File: src/rtl/pipe_ctrl_pkg.sv
// Shared types and constants for the pipeline stall/flush sequencer.
// Holds the FSM state encoding, the hard-wired zero register index,
// the pipeline-control payload struct and its canned output patterns.
package pipe_ctrl_pkg;

    typedef enum logic [1:0] {
        RUN      = 2'd0,
        MEM_WAIT = 2'd1,
        ERR      = 2'd2
    } state_e;

    localparam logic [4:0] REG_ZERO = 5'd0;

    // Wide enough for any MEM_TIMEOUT in 1..255
    localparam int unsigned TMR_W = 8;

    // Enable and bubble controls for the PC and the four pipeline registers
    typedef struct packed {
        logic pc_en;
        logic if_id_en;
        logic if_id_flush;
        logic id_ex_en;
        logic id_ex_bubble;
        logic ex_mem_en;
        logic mem_wb_en;
        logic mem_wb_bubble;
    } pipe_ctrl_t;

    // NOP control field: everything frozen and every stage loading a bubble
    localparam pipe_ctrl_t CTRL_NOP = '{
        pc_en: 1'b0, if_id_en: 1'b0, if_id_flush: 1'b1, id_ex_en: 1'b0,
        id_ex_bubble: 1'b1, ex_mem_en: 1'b0, mem_wb_en: 1'b0, mem_wb_bubble: 1'b1};

    localparam pipe_ctrl_t CTRL_RUN = '{
        pc_en: 1'b1, if_id_en: 1'b1, if_id_flush: 1'b0, id_ex_en: 1'b1,
        id_ex_bubble: 1'b0, ex_mem_en: 1'b1, mem_wb_en: 1'b1, mem_wb_bubble: 1'b0};

    localparam pipe_ctrl_t CTRL_MEM_STALL = '{
        pc_en: 1'b0, if_id_en: 1'b0, if_id_flush: 1'b0, id_ex_en: 1'b0,
        id_ex_bubble: 1'b0, ex_mem_en: 1'b0, mem_wb_en: 1'b0, mem_wb_bubble: 1'b1};

    localparam pipe_ctrl_t CTRL_BRANCH = '{
        pc_en: 1'b1, if_id_en: 1'b1, if_id_flush: 1'b1, id_ex_en: 1'b1,
        id_ex_bubble: 1'b1, ex_mem_en: 1'b1, mem_wb_en: 1'b1, mem_wb_bubble: 1'b0};

    localparam pipe_ctrl_t CTRL_LOAD_USE = '{
        pc_en: 1'b0, if_id_en: 1'b0, if_id_flush: 1'b0, id_ex_en: 1'b1,
        id_ex_bubble: 1'b1, ex_mem_en: 1'b1, mem_wb_en: 1'b1, mem_wb_bubble: 1'b0};

endpackage

File: src/rtl/mem_wait_timer.sv
// Counts consecutive MEM_WAIT cycles and flags the last allowed one.
// Ports: clk, rst_n; clear (entering MEM_WAIT), inc (in MEM_WAIT);
//        expire (combinational, timer has reached MEM_TIMEOUT-1).
module mem_wait_timer
    import pipe_ctrl_pkg::*;
#(
    parameter int unsigned MEM_TIMEOUT = 16
) (
    input  logic clk,
    input  logic rst_n,
    input  logic clear,
    input  logic inc,
    output logic expire
);

    if (MEM_TIMEOUT < 1 || MEM_TIMEOUT > 255) begin : g_bad_timeout
        $error("MEM_TIMEOUT must be in 1..255");
    end

    logic [TMR_W-1:0] timer_q;
    logic [TMR_W-1:0] timer_d;

    // Next timer value
    always_comb begin
        timer_d = timer_q;
        if (clear) begin
            timer_d = '0;
        end else if (inc) begin
            timer_d = timer_q + TMR_W'(1);
        end
    end

    always_ff @(posedge clk or negedge rst_n) begin
        if (!rst_n) begin
            timer_q <= '0;
        end else begin
            timer_q <= timer_d;
        end
    end

    assign expire = (timer_q == TMR_W'(MEM_TIMEOUT - 1));

endmodule

File: src/rtl/pipe_stall_ctrl.sv
// Stall/flush sequencer for the 5-stage MIPS pipeline: memory waits,
// load-use stalls, taken-branch flushes and data-memory timeout detection.
// Inputs: id_rs/id_rt/id_uses_rt (ID), ex_mem_read/ex_write_reg/branch_taken
//         (EX), mem_req/mem_ready (MEM).
// Outputs: PC and pipeline-register enables, flush/bubble controls
//          (combinational), mem_err (registered, sticky).
// Optional: define STALL_PERF_CNT_EN to add the stall_cycles and
//           flush_count saturating performance counters.
module pipe_stall_ctrl
    import pipe_ctrl_pkg::*;
#(
    parameter int unsigned MEM_TIMEOUT = 16,
    parameter int unsigned CNT_W       = 32
) (
    input  logic       clk,
    input  logic       rst_n,
    input  logic [4:0] id_rs,
    input  logic [4:0] id_rt,
    input  logic       id_uses_rt,
    input  logic       ex_mem_read,
    input  logic [4:0] ex_write_reg,
    input  logic       mem_req,
    input  logic       mem_ready,
    input  logic       branch_taken,
    output logic       pc_en,
    output logic       if_id_en,
    output logic       if_id_flush,
    output logic       id_ex_en,
    output logic       id_ex_bubble,
    output logic       ex_mem_en,
    output logic       mem_wb_en,
    output logic       mem_wb_bubble,
    output logic       mem_err
`ifdef STALL_PERF_CNT_EN
    ,
    output logic [CNT_W-1:0] stall_cycles,
    output logic [CNT_W-1:0] flush_count
`endif
);

    if (CNT_W < 1) begin : g_bad_cnt_w
        $error("CNT_W must be at least 1");
    end

    state_e     state_q;
    state_e     state_d;
    logic       mem_err_q;
    logic       mem_err_d;
    logic       mem_stall;
    logic       load_use;
    logic       expire;
    logic       tmr_clear;
    logic       tmr_inc;
    pipe_ctrl_t ctrl;

    // $0 is hard-wired, so a load targeting it never creates a dependency
    assign load_use = ex_mem_read && (ex_write_reg != REG_ZERO) &&
                      ((ex_write_reg == id_rs) ||
                       (id_uses_rt && (ex_write_reg == id_rt)));

    // Next state and control priority: memory stall > branch > load-use
    always_comb begin
        state_d   = state_q;
        mem_stall = 1'b0;
        ctrl      = CTRL_RUN;
        case (state_q)
            RUN: begin
                if (mem_req && !mem_ready) begin
                    state_d   = MEM_WAIT;
                    mem_stall = 1'b1;
                end
            end
            MEM_WAIT: begin
                // mem_ready beats a same-cycle expiry
                if (mem_ready) begin
                    state_d = RUN;
                end else begin
                    mem_stall = 1'b1;
                    if (expire) begin
                        state_d = ERR;
                    end
                end
            end
            ERR: begin
                mem_stall = 1'b1;
            end
            default: begin
                state_d = RUN;
            end
        endcase

        if (mem_stall) begin
            ctrl = CTRL_MEM_STALL;
        end else if (branch_taken) begin
            ctrl = CTRL_BRANCH;
        end else if (load_use) begin
            ctrl = CTRL_LOAD_USE;
        end

        if (!rst_n) begin
            ctrl = CTRL_NOP;
        end
    end

    assign mem_err_d = mem_err_q || (state_d == ERR);
    assign tmr_clear = (state_q == RUN) && (state_d == MEM_WAIT);
    assign tmr_inc   = (state_q == MEM_WAIT);

    always_ff @(posedge clk or negedge rst_n) begin
        if (!rst_n) begin
            state_q   <= RUN;
            mem_err_q <= 1'b0;
        end else begin
            state_q   <= state_d;
            mem_err_q <= mem_err_d;
        end
    end

    mem_wait_timer #(
        .MEM_TIMEOUT(MEM_TIMEOUT)
    ) u_mem_wait_timer (
        .clk   (clk),
        .rst_n (rst_n),
        .clear (tmr_clear),
        .inc   (tmr_inc),
        .expire(expire)
    );

    assign pc_en         = ctrl.pc_en;
    assign if_id_en      = ctrl.if_id_en;
    assign if_id_flush   = ctrl.if_id_flush;
    assign id_ex_en      = ctrl.id_ex_en;
    assign id_ex_bubble  = ctrl.id_ex_bubble;
    assign ex_mem_en     = ctrl.ex_mem_en;
    assign mem_wb_en     = ctrl.mem_wb_en;
    assign mem_wb_bubble = ctrl.mem_wb_bubble;
    assign mem_err       = mem_err_q;

`ifdef STALL_PERF_CNT_EN
    logic [CNT_W-1:0] stall_cycles_q;
    logic [CNT_W-1:0] stall_cycles_d;
    logic [CNT_W-1:0] flush_count_q;
    logic [CNT_W-1:0] flush_count_d;

    // Saturating counters; if_id_flush outside reset means a branch flush
    always_comb begin
        stall_cycles_d = stall_cycles_q;
        flush_count_d  = flush_count_q;
        if (!ctrl.pc_en && (state_q != ERR) && (stall_cycles_q != '1)) begin
            stall_cycles_d = stall_cycles_q + CNT_W'(1);
        end
        if (ctrl.if_id_flush && (flush_count_q != '1)) begin
            flush_count_d = flush_count_q + CNT_W'(1);
        end
    end

    always_ff @(posedge clk or negedge rst_n) begin
        if (!rst_n) begin
            stall_cycles_q <= '0;
            flush_count_q  <= '0;
        end else begin
            stall_cycles_q <= stall_cycles_d;
            flush_count_q  <= flush_count_d;
        end
    end

    assign stall_cycles = stall_cycles_q;
    assign flush_count  = flush_count_q;
`endif

endmodule

File: config.mk
export PLATFORM = sky130hd
export DESIGN_NAME = pipe_stall_ctrl
export DESIGN_NICKNAME = d
export VERILOG_FILES = /design/src/rtl/pipe_ctrl_pkg.sv /design/src/rtl/mem_wait_timer.sv /design/src/rtl/pipe_stall_ctrl.sv
export SDC_FILE = /design/constraint.sdc
export NUM_CORES = 1
export LEC_CHECK = 0
export CAP_MARGIN = 20
export CORE_MARGIN = 4
export CORE_UTILIZATION = 45
export DETAILED_ROUTE_END_ITERATION = 8
export DONT_BUFFER_PORTS = 1
export SLEW_MARGIN = 5
export SYNTH_ARGS = -nofsm -noshare
export SYNTH_HDL_FRONTEND = slang
export SYNTH_HIERARCHICAL = 1
export SYNTH_SLANG_ARGS = --single-unit
File: constraint.sdc
create_clock -name clk -period 2.15 [get_ports clk]
set_clock_uncertainty 0.1 [all_clocks]
set_input_delay 0.43 -clock clk [delete_from_list [all_inputs] [get_ports clk]]
set_output_delay 0.43 -clock clk [all_outputs]
set_load 0.05 [all_outputs]
Yosys cells after proc, flatten, opt, wreduce, memory -nomap -nowiden
Cells that the tools add are included.
{"block": "totals", "regBits": 11, "inputBits": 22, "output_inout_bits": 9, "wordCells": 35}
{"block": "classes", "n_addsub": 1, "n_eq_ne": 7, "mux": 13, "reduce_logical": 11}
{"cell": "2-to-1 mux 8 bit", "count": 6}
{"cell": "== test 5 bit", "count": 2}
{"cell": "adder 8 x 1 -> 8 bit (second input constant)", "count": 1}
{"cell": "== test 8 x 4 -> 1 bit (second input constant)", "count": 1}
{"cell": "2-to-1 mux 2 bit", "count": 3}
{"cell": "one-hot mux 2 bit (3 select lines)", "count": 1}
{"cell": "logical AND 1 bit", "count": 5}
{"cell": "nonzero test 5 bit", "count": 1}
{"cell": "== test 2 x 1 -> 1 bit (second input constant)", "count": 2}
{"cell": "== test 2 bit (second input constant)", "count": 2}
{"cell": "one-hot mux 1 bit (3 select lines)", "count": 1}
{"cell": "logical NOT 2 bit", "count": 1}
{"cell": "logical OR 1 bit", "count": 2}
{"cell": "2-to-1 mux 1 bit", "count": 2}
{"cell": "nonzero test 2 bit", "count": 1}
{"cell": "logical NOT 1 bit", "count": 1}

Logic depth before layout (Yosys ltp)
{"block": "depth", "word_depth": 8, "ltp_mapped": 5, "ltp_nobuf": 5}

Cells and area by module
Netlist, hierarchy kept.
{"mod": "mem_wait_timer", "n_inst": 1, "cells_per_inst": 39, "area_per_inst_um2": 394.1, "seq_area_each_um2": 200.2}
{"mod": "pipe_stall_ctrl", "n_inst": 1, "cells_per_inst": 40, "area_per_inst_um2": 332.8, "seq_area_each_um2": 75.1}

Worst setup path after synthesis
No wires, ideal clock.
{"block": "synth_path", "kind": "input -> output", "startpoint": "input port ex_write_reg[3]", "endpoint": "output port id_ex_bubble", "arrival_time_ns": 2.241, "t_required_ns": 1.620, "path_slack_ns": -0.621, "stages": 4, "path_buffers": 0, "path_cell_list": "xor2_1 nor4_2 a32oi_1 o311ai_1"}
{"block": "synth_via", "elab_chain_cells": 8, "elab_cells_between_ends": 11, "cone_classes": "2 x eq/ne; 4 x mux; 5 x reduce/logical"}
{"element": "from (decl)", "line": "pipe_stall_ctrl.sv:21", "source": "input logic [4:0] ex_write_reg,"}
{"element": "== test 5 bit", "line": "pipe_stall_ctrl.sv:59", "source": "(id_uses_rt && (ex_write_reg == id_rt)));"}
{"element": "logical AND 1 bit", "line": "pipe_stall_ctrl.sv:59"}
{"element": "logical OR 1 bit", "line": "pipe_stall_ctrl.sv:58", "source": "((ex_write_reg == id_rs) ||"}
{"element": "logical AND 1 bit *", "line": "pipe_stall_ctrl.sv:57", "source": "assign load_use = ex_mem_read && (ex_write_reg != REG_ZERO) &&"}
{"element": "2-to-1 mux 8 bit *", "line": "pipe_stall_ctrl.sv:96", "source": "end else if (load_use) begin"}
{"element": "2-to-1 mux 8 bit *", "line": "pipe_stall_ctrl.sv:94", "source": "end else if (branch_taken) begin"}
{"element": "2-to-1 mux 8 bit *", "line": "pipe_stall_ctrl.sv:92", "source": "if (mem_stall) begin"}
{"element": "2-to-1 mux 8 bit *", "line": "pipe_stall_ctrl.sv:100", "source": "if (!rst_n) begin"}
{"element": "to (decl)", "line": "pipe_stall_ctrl.sv:29", "source": "output logic id_ex_bubble,"}
Every way passes the cells marked *; elsewhere a longest branch is shown, timed or not.

Worst setup path in the final report
{"block": "layout_path", "startpoint": "register state_q[0]", "endpoint": "output port id_ex_bubble"}
{"block": "layout_via", "elab_chain_cells": 4, "elab_cells_between_ends": 6, "cone_classes": "2 x eq/ne; 3 x mux; 1 x reduce/logical"}
{"element": "from (decl)", "line": "pipe_stall_ctrl.sv:45", "source": "state_e state_q;"}
{"element": "from (signal assigned)", "line": "pipe_stall_ctrl.sv:114", "source": "state_q <= state_d;"}
{"element": "== test 2 bit (tied with other cells)", "line": "pipe_stall_ctrl.sv:66", "source": "case (state_q)"}
{"element": "one-hot mux 1 bit (3 select lines) *", "line": "pipe_stall_ctrl.sv:66"}
{"element": "2-to-1 mux 8 bit *", "line": "pipe_stall_ctrl.sv:92"}
{"element": "2-to-1 mux 8 bit *", "line": "pipe_stall_ctrl.sv:100"}
Marked as above.

==> run summary <==
The most critical setup path has its startpoint at state_q[0]$_DFF_PN0_. Power comes to 0.608 mW. The final-stage net count is 111. The endpoint class of the critical path is an output pin. The average wire length per cell after detail routing came out at 14.8 um. The die covers 2320 sq um.

The effective utilization at floorplan came out at 0.477. Along the worst path, the maximum fanout reaches 4. The mapped cell area is about 730 sq um.

TritonCTS built the clock tree. The total number of vias is 581. Of the post-synthesis cell area, the dominant cell type holds 0.379. Counting instances in the post-synthesis netlist gives the leading cell types as 12 x sky130_fd_sc_hd__xor2_1, 11 x sky130_fd_sc_hd__dfrtp_1, 7 x sky130_fd_sc_hd__nor2_1. The clock-pin transition on the worst setup and hold timing paths is 70 ps. Relative to the synthesized area, the layout overhead comes to 29.8%. Summed over all layers, the routed wires come to 1.52 mm. The min-delay analysis places its worst path in the category in -> reg. In this run the critical register-to-register path is launched from state_q[0]$_DFF_PN0_. sky130_fd_sc_hd__dfrtp_1 takes more of the synthesized area than any other cell.

The average instance area after synthesis came out at 9.20 sq um. The total power per unit cell area came out at approximately 640 nW/um^2. For this run, design rule violations remaining after detail routing come to 0. The count of state elements after synthesis is 11.

For this run, the register share of the synthesized area comes to 0.379. After global routing the overflow that remains totals 0. The total count of hold-check failures in the final report is 0. The number of routed nets with antenna violations came out at 0. Pin placement for this block handled 31 I/O pins. The pin count of the biggest net entering global routing is 12. During placement, the flow inserted port buffers numbering 0. The number of standard cells after synthesis is approximately 80. The number of nets in the synthesized netlist came out at 102. The number of levels in the clock H-tree is 1. The distinct cell type count after synthesis is 31. Setup repair after global routing could not meet its margin everywhere. The critical path in this run is classified as reg -> out. Using the TritonRoute via totals, the vias-per-cell ratio works out to 5.64.

The data arrival time of the critical path is roughly 1600 ps. The routed design could run at a clock period as short as 2110 ps. The initial antenna violation count is 0. The number of global-route vias before repair was 585. The sink count of the clock tree is 11.

The final RePlAce weighted congestion is 0.768. The count of TritonRoute iterations in the first routing pass is 2. The half-perimeter wire length of the detailed placement result is 1.14 mm. The data required time of the worst path came out at between 1500 and 2000 ps. The number of maximum-capacitance constraint violations came out at 0. The DRC violation total after the first TritonRoute iteration is 6. Walking the worst path, the cells encountered are or2_1 > a21oi_4 > inv_2 > o311ai_4 > buf_12. The number of antenna diodes in the final layout is 0. The number of standard-cell rows in the floorplan came out at 14. The proportion of register bits with asynchronous set or reset after synthesis came out at 1.00. The number of pins exceeding their max-slew limit in the final report came to 0. The die width came out at 48.2 um. The slew of the pin with the lowest slew margin came out at 491 ps. The start point of the worst hold path is mem_req. The first-pass GRT wire length is 2.53 mm.

The most used flip-flop cell after synthesis is sky130_fd_sc_hd__dfrtp_1. The analysis attributes to cell leakage a power of 0.403 nW. Among all cell types in the netlist, the one instantiated most often is sky130_fd_sc_hd__xor2_1. For this run, the number of Yosys warnings is 6. The fraction of layout instances using a drive strength above 1 is 0.310. Counting the buffers created by CTS gives 3. The global-route usage over all layers is 0.158. The worst-case headroom to the max-slew limit came out at 0.671. The placed instances occupy a cell area of between 800 and 900 sq um.

After synthesis, the cell types taking the most area are sky130_fd_sc_hd__dfrtp_1 38%, sky130_fd_sc_hd__xor2_1 14%, sky130_fd_sc_hd__nor2_1 3.6%, sky130_fd_sc_hd__buf_4 3.1%, sky130_fd_sc_hd__a21oi_1 2.8%. The floorplan die height is 48.2 um. The worst IR drop on VDD is 0.324 mV. The slowest stage of the critical path belongs to the cell sky130_fd_sc_hd__dfrtp_1. The achievable frequency is approximately 0.47 GHz. Setup violations remaining at the end of the flow were counted as 0. The core footprint came out at 1520 sq um. The clock latency at the later pin of the worst-skew pair came out at around 260 ps. The ratio of final minimum period to clock period came out at 0.983.

The run finished with clean final reports. In this run, synthesis inferred 0 flip-flops with an integrated enable. The worst setup path is launched from a flip-flop. The clock tree buffer depth came out at 2. The largest incremental delay on the critical path is 370 ps. The tree is rooted in a sky130_fd_sc_hd__clkbuf_4. The final non-filler cell area is 943 sq um.
-- registers in the layout (all words and copies together), names as in the netlist --
name,flops
mem_err,1
u_mem_wait_timer/timer_q,8
state_q,2
-- cell usage in the layout, fill, tap and decap left out, types with 2 or more instances in the layout --
cell                       Yosys  routed
sky130_fd_sc_hd__a21oi_1       4       3
sky130_fd_sc_hd__buf_12        0       2
sky130_fd_sc_hd__buf_4         3       6
sky130_fd_sc_hd__clkbuf_4      0       3
sky130_fd_sc_hd__dfrtp_1      11      11
sky130_fd_sc_hd__nand2_1       4       3
sky130_fd_sc_hd__nand2b_1      2       2
sky130_fd_sc_hd__nand3_1       2       2
sky130_fd_sc_hd__nand4_1       3       3
sky130_fd_sc_hd__nor2_1        7       6
sky130_fd_sc_hd__nor3_1        2       2
sky130_fd_sc_hd__o21ai_0       4       3
sky130_fd_sc_hd__or3_1         3       3
sky130_fd_sc_hd__xnor2_1       2       2
sky130_fd_sc_hd__xor2_1       12      11
-- metal layers --
| layer | up-vias | wire length, um | GRT usage |
|---|---|---|---|
| li1 | 291 | - | - |
| met1 | 268 | 617 | 0.187 |
| met2 | 22 | 774 | 0.266 |
| met3 | 0 | 128 | 0.0701 |
| met4 | 0 | 0 | 0.0323 |
| met5 | - | 0 | 0 |
-- critical path: cells and delay by family, from the launching register on --
kind                   cells  cell delay (ps)
flip-flops                 1              370
buffers and inverters      2              240
AND/OR/NAND/NOR            1              260
AO/OA/AOI/OAI              2              450
-- layout make-up --
type                       count  area, sq um
clock buffer                   4         26.3
fill                         134          581
inverter                       2         11.3
multi-input combinational     61          515
sequential                    11          275
tap                           16         20.0
timing repair buffer           9         95.1
-- where the power goes --
group          internal (mW)  switching, mW  leakage [nW]
Combinational         0.0813          0.109         0.238
Clock                 0.0717         0.0642        0.0150
Sequential             0.235         0.0463         0.150
-- path summary, 6_finish.rpt --
check | endpoint | slack, ps | cells after the start
setup reg to reg | u_mem_wait_timer/timer_q[5]$_DFFE_PN0P_ | 600 | 6
hold / removal | state_q[0]$_DFF_PN0_ | 270 | 2
min in group asynchronous | mem_err$_DFF_PN0_ | 470 | 1
setup / recovery | id_ex_bubble | 40 | 5
hold reg to reg | u_mem_wait_timer/timer_q[7]$_DFFE_PN0P_ | 450 | 2
max in group asynchronous | u_mem_wait_timer/timer_q[7]$_DFFE_PN0P_ | 1160 | 1
-- stage by stage --
stage	hold WS [ps]	utilization	setup TNS [ps]	worst slack, ps	cells
after global routing	258	0.619	-96.4	-42.6	103
after CTS	255	0.593	0	4.61	103
final	267	0.619	0	37.5	103
after floorplan	34.4	-	-50.6	-50.6	79
after global placement	34.9	0.559	0	31.8	97
after detailed placement	34.9	0.559	0	19.0	97
-- logic make-up after synthesis --
| logic type | count (synthesis) | synth area share |
|---|---|---|
| and+or+nand+nor | 32 | 0.253 |
| xor gates and xnor gates | 14 | 0.169 |
| AOI/OAI and AO/OA | 13 | 0.115 |
| DFF | 11 | 0.379 |
| buffers and inverters | 7 | 0.0533 |
| muxes | 1 | 0.0138 |
| adders and majority gates | 1 | 0.0172 |
-- repair_timing --
action	in CTS	in global routing
setup buffers	1	0
pin swaps	1	3
resized for setup	1	7
setup endpoints to repair	1	6
hold buffers	1	0
endpoints found under the hold margin	11	0
No activity file was read; power rests on OpenSTA's default activity.
